<file path="src/rtl/nbit_serial_comparator.sv">
// Iterative WIDTH-bit magnitude comparator: compares CHUNK bits per cycle, MSB chunk first,
// and stops at the first unequal chunk. Supports unsigned and two's-complement operands.
module nbit_serial_comparator #(
    parameter int unsigned WIDTH = 16,
    parameter int unsigned CHUNK = 2
) (
    input  logic             clk,
    input  logic             rst,
    input  logic             start,
    input  logic             signed_mode,
    input  logic [WIDTH-1:0] A,
    input  logic [WIDTH-1:0] B,
    output logic             busy,
    output logic             done,
    output logic [2:0]       F
);

    localparam int unsigned N    = WIDTH / CHUNK;
    localparam int unsigned IDXW = (N > 1) ? $clog2(N) : 1;
    localparam logic [IDXW-1:0] LAST = IDXW'(N - 1);

    typedef enum logic [1:0] {StIdle, StCmp, StDone} state_e;

    state_e           state;
    logic [WIDTH-1:0] a_q;
    logic [WIDTH-1:0] b_q;
    logic             mode_q;
    logic [IDXW-1:0]  idx;

    logic [WIDTH-1:0] a_sh;
    logic [WIDTH-1:0] b_sh;
    logic [CHUNK-1:0] ca;
    logic [CHUNK-1:0] cb;
    logic             chunk_ne;
    logic             chunk_gt;

    // Select the current chunk by shifting it up to the MSB end of the operand.
    always_comb begin
        a_sh = a_q << (idx * CHUNK);
        b_sh = b_q << (idx * CHUNK);
        ca   = a_sh[WIDTH-1 -: CHUNK];
        cb   = b_sh[WIDTH-1 -: CHUNK];
        // Flipping both sign bits maps two's complement onto an unsigned ordering.
        if (mode_q && (idx == '0)) begin
            ca[CHUNK-1] = ~ca[CHUNK-1];
            cb[CHUNK-1] = ~cb[CHUNK-1];
        end
        chunk_ne = (ca != cb);
        chunk_gt = (ca > cb);
    end

    always_ff @(posedge clk or posedge rst) begin
        if (rst) begin
            state  <= StIdle;
            a_q    <= '0;
            b_q    <= '0;
            mode_q <= 1'b0;
            idx    <= '0;
            busy   <= 1'b0;
            done   <= 1'b0;
            F      <= 3'b000;
        end else begin
            done <= 1'b0;
            unique case (state)
                StIdle, StDone: begin
                    if (start) begin
                        a_q    <= A;
                        b_q    <= B;
                        mode_q <= signed_mode;
                        idx    <= '0;
                        busy   <= 1'b1;
                        state  <= StCmp;
                    end else begin
                        state <= StIdle;
                    end
                end
                StCmp: begin
                    if (chunk_ne || (idx == LAST)) begin
                        if (!chunk_ne) begin
                            F <= 3'b010;
                        end else if (chunk_gt) begin
                            F <= 3'b100;
                        end else begin
                            F <= 3'b001;
                        end
                        busy  <= 1'b0;
                        done  <= 1'b1;
                        state <= StDone;
                    end else begin
                        idx <= idx + IDXW'(1);
                    end
                end
                default: begin
                    busy  <= 1'b0;
                    state <= StIdle;
                end
            endcase
        end
    end

endmodule
</file>
<file path="config.mk">
export PLATFORM = sky130hd
export DESIGN_NAME = nbit_serial_comparator
export DESIGN_NICKNAME = d
export VERILOG_FILES = /design/src/rtl/nbit_serial_comparator.sv
export SDC_FILE = /design/constraint.sdc
export NUM_CORES = 1
export LEC_CHECK = 0
export CAP_MARGIN = 20
export CORE_ASPECT_RATIO = 2
export CORE_MARGIN = 2
export CORE_UTILIZATION = 30
export DETAILED_ROUTE_END_ITERATION = 7
export SETUP_SLACK_MARGIN = 0.15
export SLEW_MARGIN = 15
export SYNTH_ARGS = -nofsm -noshare
export SYNTH_HDL_FRONTEND = slang
export SYNTH_SLANG_ARGS = --single-unit
</file>
<file path="constraint.sdc">
create_clock -name clk -period 3.1 [get_ports clk]
set_input_delay 0.465 -clock clk [delete_from_list [all_inputs] [get_ports clk]]
set_output_delay 0.465 -clock clk [all_outputs]
set_load 0.05 [all_outputs]
</file>
==> results.sh, run 1 <==
export IMPL_path_clk_slew_ns=0.06
export IMPL_yosys_area_top_type="dfrtp_1"
export IMPL_grt_max_degree=44
export IMPL_portBuffers=40
export IMPL_mostFrequentLayoutCell="dfrtp_1"
export IMPL_cts_tree="built"
export IMPL_rsz0062_at_grt="false"
export IMPL_whs_ns=0.497
export IMPL_die_w_um=61.5
export IMPL_multi_input_comb_area_um2=843
export IMPL_drv_slew=0
export IMPL_drive_above_1_share_pct=29.0
export IMPL_syn_area_mm2=0.00198
export IMPL_fin_cells=264
export IMPL_skew_ns=0.00376
export IMPL_slew_headroom_pct=64.0
export IMPL_cts_buffers=5
export IMPL_yosys_most_used_dff="dfrtp_1"
export IMPL_nNetsFinal=216
export IMPL_min_path_type="flop to flop"
export IMPL_setup_viol=0
export IMPL_cts_htree_levels=2
export IMPL_synth_fa_ha_area_share_pct=3.15
export IMPL_ys_seq_area_share_pct=54.3
export IMPL_status="complete, no violations"
export IMPL_num_antenna_cells=0
export IMPL_grt_overflow_total=0
export IMPL_powerDensity_mw_per_mm2=925
export IMPL_grt_pass1_vias=1230
export IMPL_worstPathMaxFanout=11
export IMPL_final_hold_viol_count=0
export IMPL_first_iter_violations=15
export IMPL_yosys_warnings=0
export IMPL_ioPinCount=41
export IMPL_ys_top_cells_by_area="dfrtp_1 54%, mux2_2 20%, mux4_1 9.3%, ha_1 3.2%, mux2i_1 1.5%"
export IMPL_muxShareOfSynthArea_pct=32.4
export IMPL_arrival_ns=2.88
export IMPL_clk_latency_ns=0.28
export IMPL_tns_ns=0
export IMPL_worstSetupStartpointType="flop"
export IMPL_detail_route_antenna_nets=0
export IMPL_routabilityCongestion=0.708
export IMPL_dp_slack_ns=0.218
export IMPL_synthesis_nets=173
export IMPL_max_vdd_ir_drop_uv=393
export IMPL_grt_usage_pct=10.6
export IMPL_core_mm2=0.00652
export IMPL_synth_edf_count=0
export IMPL_syn2layout_area_growth_pct=32.1
export IMPL_syn_inst=132
export IMPL_synth_cell_type_count=23
export IMPL_viasPerCell=4.45
export IMPL_synth_top_family_by_area="multiplexers"
export IMPL_fmax_mhz=369
export IMPL_clockRootBuffer="clkbuf_16"
export IMPL_die_h_um=119
export IMPL_routed_wl_um=3580
export IMPL_fp_dieArea_mm2=0.00732
export IMPL_vias=1175
export IMPL_synthXorXnorAreaFrac_pct=0.883
export IMPL_cts_path_max_buffers=2
export IMPL_synthArstFlopShare_pct=100
export IMPL_fill_cells=671
export IMPL_drt_first_pass_iters=3
export IMPL_finalCriticalPeriod_ns=2.71
export IMPL_worstPathRequired_ns=3.27
export IMPL_drv_cap=0
export IMPL_postSynthAreaPerCell_um2=15.0
export IMPL_place_inst=256
export IMPL_cts_resized=0
export IMPL_synth_simple_area_share_pct=3.28
export IMPL_path_class="flop to flop"
export IMPL_ys_seq_elements=43
export IMPL_grt_pass1_wl_um=5720
export IMPL_postCtsHoldBufs=0
export IMPL_antenna_found_initial=0
export IMPL_dp_hpwl_um=2640
export IMPL_critPathCaptureType="flop"
export IMPL_fin_crit_sh_pct=87.4
export IMPL_start_util_pct=30.4
export IMPL_clock_sinks=43
export IMPL_synth_top_area_share_pct=54.3
export IMPL_synth_compound_area_share_pct=2.71
export IMPL_drt_drc_violations_left=0
export IMPL_timing_final_ws_setup_ns=0.390
export IMPL_wire_per_inst_um=13.6
export IMPL_post_cts_buffers=0
export IMPL_num_rows=42
export IMPL_layout_common_cells="42 x dfrtp_1, 40 x clkdlybuf4s50_1, 36 x mux2_2, 7 x inv_1, 7 x mux4_1"
export IMPL_p_leak_nw=1.08
export IMPL_worst_slew_pin_slew_ns=0.540
export IMPL_regArea_mm2=0.00108
==> final cells by class <==
class / count / area share (%)
clock buffer: 5 / 4.78
timing repair buffer: 43 / 16.1
clock inverter: 3 / 0.573
tap: 88 / 4.20
inverter: 7 / 1.00
sequential: 43 / 41.1
multi-input combinational: 75 / 32.2
==> sequential cells by signal, indices dropped and copies added (netlist names) <==
register / flops
busy: 1
a_q: 16
idx: 3
b_q: 16
F: 3
state: 2
done: 1
mode_q: 1
==> cell usage after synthesis, drive strengths merged (2+ instances only) <==
library cell,count
ha,5
mux4,8
mux2,36
nand2b,2
xnor2,2
inv,7
dfrtp,43
o21ai,3
nand2,6
nor2b,2
buf,7
mux2i,3
==> power by group <==
group | internal [mW] | leakage [nW] | total, mW | switching [mW]
logic | 0.526 | 0.498 | 0.964 | 0.438
registers | 0.816 | 0.511 | 0.961 | 0.146
clock network | 0.294 | 0.0733 | 0.499 | 0.205
==> layer usage <==
| metal | wire (µm) | global-route usage (%) | part of all wire (%) |
|---|---|---|---|
| met1 | 1540 | 13.3 | 43 |
| met2 | 1780 | 16.2 | 50 |
| met3 | 205 | 4.13 | 5.7 |
| met4 | 58 | 3.59 | 1.6 |
| met5 | 0 | 0 | 0 |
==> logic make-up (layout without fill, tap and decap cells) <==
family	count (synthesis)	after routing
flops	43	43
mux	47	47
simple gates	13	13
fa+ha+maj	5	5
buf+inv	14	58
xor+xnor	2	2
compound gates	8	8
==> worst paths after layout <==
check / startpoint / end / slack, ns / cells after the start
setup / recovery: idx[0]$_DFFE_PP0P_ / F[1]$_DFFE_PP0P_ / 0.39 / 8
hold / removal: F[2]$_DFFE_PP0P_ / F[2]$_DFFE_PP0P_ / 0.50 / 1
setup reg to reg: idx[0]$_DFFE_PP0P_ / F[1]$_DFFE_PP0P_ / 0.39 / 8
hold reg to reg: F[2]$_DFFE_PP0P_ / F[2]$_DFFE_PP0P_ / 0.50 / 1
max in group asynchronous: rst / idx[0]$_DFFE_PP0P_ / 2.09 / 3
min in group asynchronous: rst / F[1]$_DFFE_PP0P_ / 0.63 / 3
==> worst max-delay path: stages, from the launching register on <==
cell     delay, ns
dfrtp_2       0.54
mux4_2        0.55
xnor2_1       0.13
mux2_2        0.26
ha_1          0.29
nand2_1       0.13
o21ai_0       0.38
inv_1         0.13
o21a_1        0.19
==> metrics by stage <==
stage / total power, mW / util, % / area (µm²)
detailed placement: 1.96 / 38.0 / 2480
global placement: 1.93 / 38.0 / 2480
CTS: 2.47 / 40.2 / 2620
global route: 2.59 / 40.2 / 2620
floorplan: 1.69 / - / 1980
finish: 2.42 / 40.2 / 2620
No activity file was read; power rests on OpenSTA's default activity.
==> run 2: changes to the inputs <==
CORE_MARGIN = 5   (was 2)
REMOVE_ABC_BUFFERS = 1   (was not set)
SETUP_SLACK_MARGIN = not set   (was 0.15)
==> run 2 against run 1 <==
Compared with the run above:
- combinational power rose by 5%
- clock power decreased by 1%
- sequential share of layout area is 0.38 points lower
- non-clock buffer count is 3 higher
- utilization up 0.33 points
- register-to-register slack lost 0.04 ns
- fmax decreased by 1.5%
- die area increased by 15%
- sequential power fell by 1%
- clock-buffer cell count did not move
- wire length down 2.2%
- critical path type unchanged
- largest cell class unchanged
==> results.sh, run 2 (synthesis results as in run 1) <==
export IMPL_drt_drc_violations_left=0
export IMPL_dp_slack_ns=0.331
export IMPL_viasPerCell=4.52
export IMPL_tns_ns=0
export IMPL_num_rows=42
export IMPL_grt_pass1_vias=1390
export IMPL_cts_htree_levels=2
export IMPL_cts_tree="built"
export IMPL_cts_resized=0
export IMPL_arrival_ns=2.91
export IMPL_max_vdd_ir_drop_uv=412
export IMPL_post_cts_buffers=0
export IMPL_wire_per_inst_um=13.1
export IMPL_r2r_setup_slack_ns=0.35
export IMPL_whs_ns=0.487
export IMPL_clk_latency_ns=0.28
export IMPL_fin_cells=267
export IMPL_clockRootBuffer="clkbuf_16"
export IMPL_powerDensity_mw_per_mm2=927
export IMPL_finalCriticalPeriod_ns=2.75
export IMPL_antenna_found_initial=0
export IMPL_placed_area_mm2=0.00250
export IMPL_worstReg2RegEnd="idx[1]$_DFFE_PP0P_"
export IMPL_cts_path_max_buffers=2
export IMPL_detail_route_antenna_nets=0
export IMPL_grt_pass1_wl_um=6330
export IMPL_worstSetupStartpointType="flop"
export IMPL_finalInstanceArea_mm2=0.00264
export IMPL_grt_usage_pct=9.63
export IMPL_hp_start="F[1]$_DFFE_PP0P_"
export IMPL_die_h_um=125
export IMPL_reg_top3="a_q (16), b_q (16)"
export IMPL_slew_headroom_pct=63.9
export IMPL_skew_ns=0.00462
export IMPL_vias=1206
export IMPL_rsz0062_at_grt="false"
export IMPL_r2r_cells=7
export IMPL_postCtsHoldBufs=0
export IMPL_min_path_type="flop to flop"
export IMPL_total_power_mw=2.45
export IMPL_final_util_pct=40.5
export IMPL_critPathCaptureType="flop"
export IMPL_routabilityCongestion=0.756
export IMPL_cts_buffers=5
export IMPL_drv_cap=0
export IMPL_grt_overflow_total=0
export IMPL_timing_final_ws_setup_ns=0.348
export IMPL_p_leak_nw=1.10
export IMPL_ioPinCount=41
export IMPL_path_clk_slew_ns=0.06
export IMPL_first_iter_violations=26
export IMPL_grt_max_degree=35
export IMPL_setup_viol=0
export IMPL_path_class="flop to flop"
export IMPL_num_antenna_cells=0
export IMPL_core_mm2=0.00652
export IMPL_whs_endpoint="F[1]$_DFFE_PP0P_"
export IMPL_worst_slew_pin_slew_ns=0.541
export IMPL_drive_above_1_share_pct=29.6
export IMPL_die_w_um=67.5
export IMPL_fp_dieArea_mm2=0.00843
export IMPL_worstPathRequired_ns=3.26
export IMPL_drt_first_pass_iters=4
export IMPL_mostFrequentLayoutCell="dfrtp_1"
export IMPL_nNetsFinal=219
export IMPL_place_inst=259
export IMPL_layout_common_cells="43 x dfrtp_1, 40 x clkdlybuf4s50_1, 36 x mux2_2, 7 x inv_1, 7 x mux4_1"
export IMPL_status="complete, no violations"
export IMPL_clock_sinks=43
export IMPL_worstPathMaxFanout=7
export IMPL_fin_crit_sh_pct=88.8
export IMPL_portBuffers=40
export IMPL_drv_slew=0
export IMPL_dp_hpwl_um=2730
export IMPL_r2r_start="idx[0]$_DFFE_PP0P_"
export IMPL_fmax_mhz=363
export IMPL_final_hold_viol_count=0
export IMPL_routed_wl_um=3500
export IMPL_hold_depth=1
export IMPL_syn2layout_area_growth_pct=33.2
export IMPL_start_util_pct=30.4
run 2: changes by cell type in the layout (fill, tap and decap cells not counted), sizes merged:
cell	change
buf	+3
run 2: final cells by class:
type / instances / area (µm²)
Inverter: 7 / 26.3
Clock buffer: 5 / 125
Multi-Input combinational cell: 75 / 843
Fill cell: 677 / 3870
Sequential cell: 43 / 1080
Clock inverter: 3 / 15.0
Timing Repair Buffer: 46 / 445
Tap cell: 88 / 110
run 2: worst max-delay path: stages, from the launching register on:
cell     delay, ns
dfrtp_1       0.52
buf_4         0.20
mux4_1        0.53
mux2_2        0.27
ha_1          0.27
nand2_1       0.12
nor3_1        0.33
mux2_2        0.38
run 2: metal layers:
metal / part of all wire [%] / wire length, µm / up-vias / track usage (%)
li1: - / - / 575 / -
met1: 43 / 1520 / 586 / 12.6
met2: 48 / 1680 / 41 / 14.8
met3: 7.8 / 273 / 4 / 3.41
met4: 0.97 / 34 / 0 / 2.87
met5: 0 / 0 / - / 0
run 2: worst max path at each step:
stage | endpoint | start | depth (start not counted) | slack [ns]
final | idx[1]$_DFFE_PP0P_ | idx[0]$_DFFE_PP0P_ | 7 | 0.35
after global routing | idx[1]$_DFFE_PP0P_ | idx[0]$_DFFE_PP0P_ | 7 | 0.23
after CTS | idx[1]$_DFFE_PP0P_ | idx[0]$_DFFE_PP0P_ | 7 | 0.32
after detailed placement | idx[1]$_DFFE_PP0P_ | idx[0]$_DFFE_PP0P_ | 7 | 0.33
after global placement | idx[1]$_DFFE_PP0P_ | idx[0]$_DFFE_PP0P_ | 7 | 0.41
after floorplan | idx[1]$_DFFE_PP0P_ | idx[0]$_DFFE_PP0P_ | 7 | 0.51
run 2: power breakdown:
part / internal (mW) / switching [mW] / leakage [nW]
Combinational: 0.551 / 0.455 / 0.513
Sequential: 0.815 / 0.134 / 0.512
Clock: 0.293 / 0.199 / 0.0733
Total: 1.66 / 0.788 / 1.10
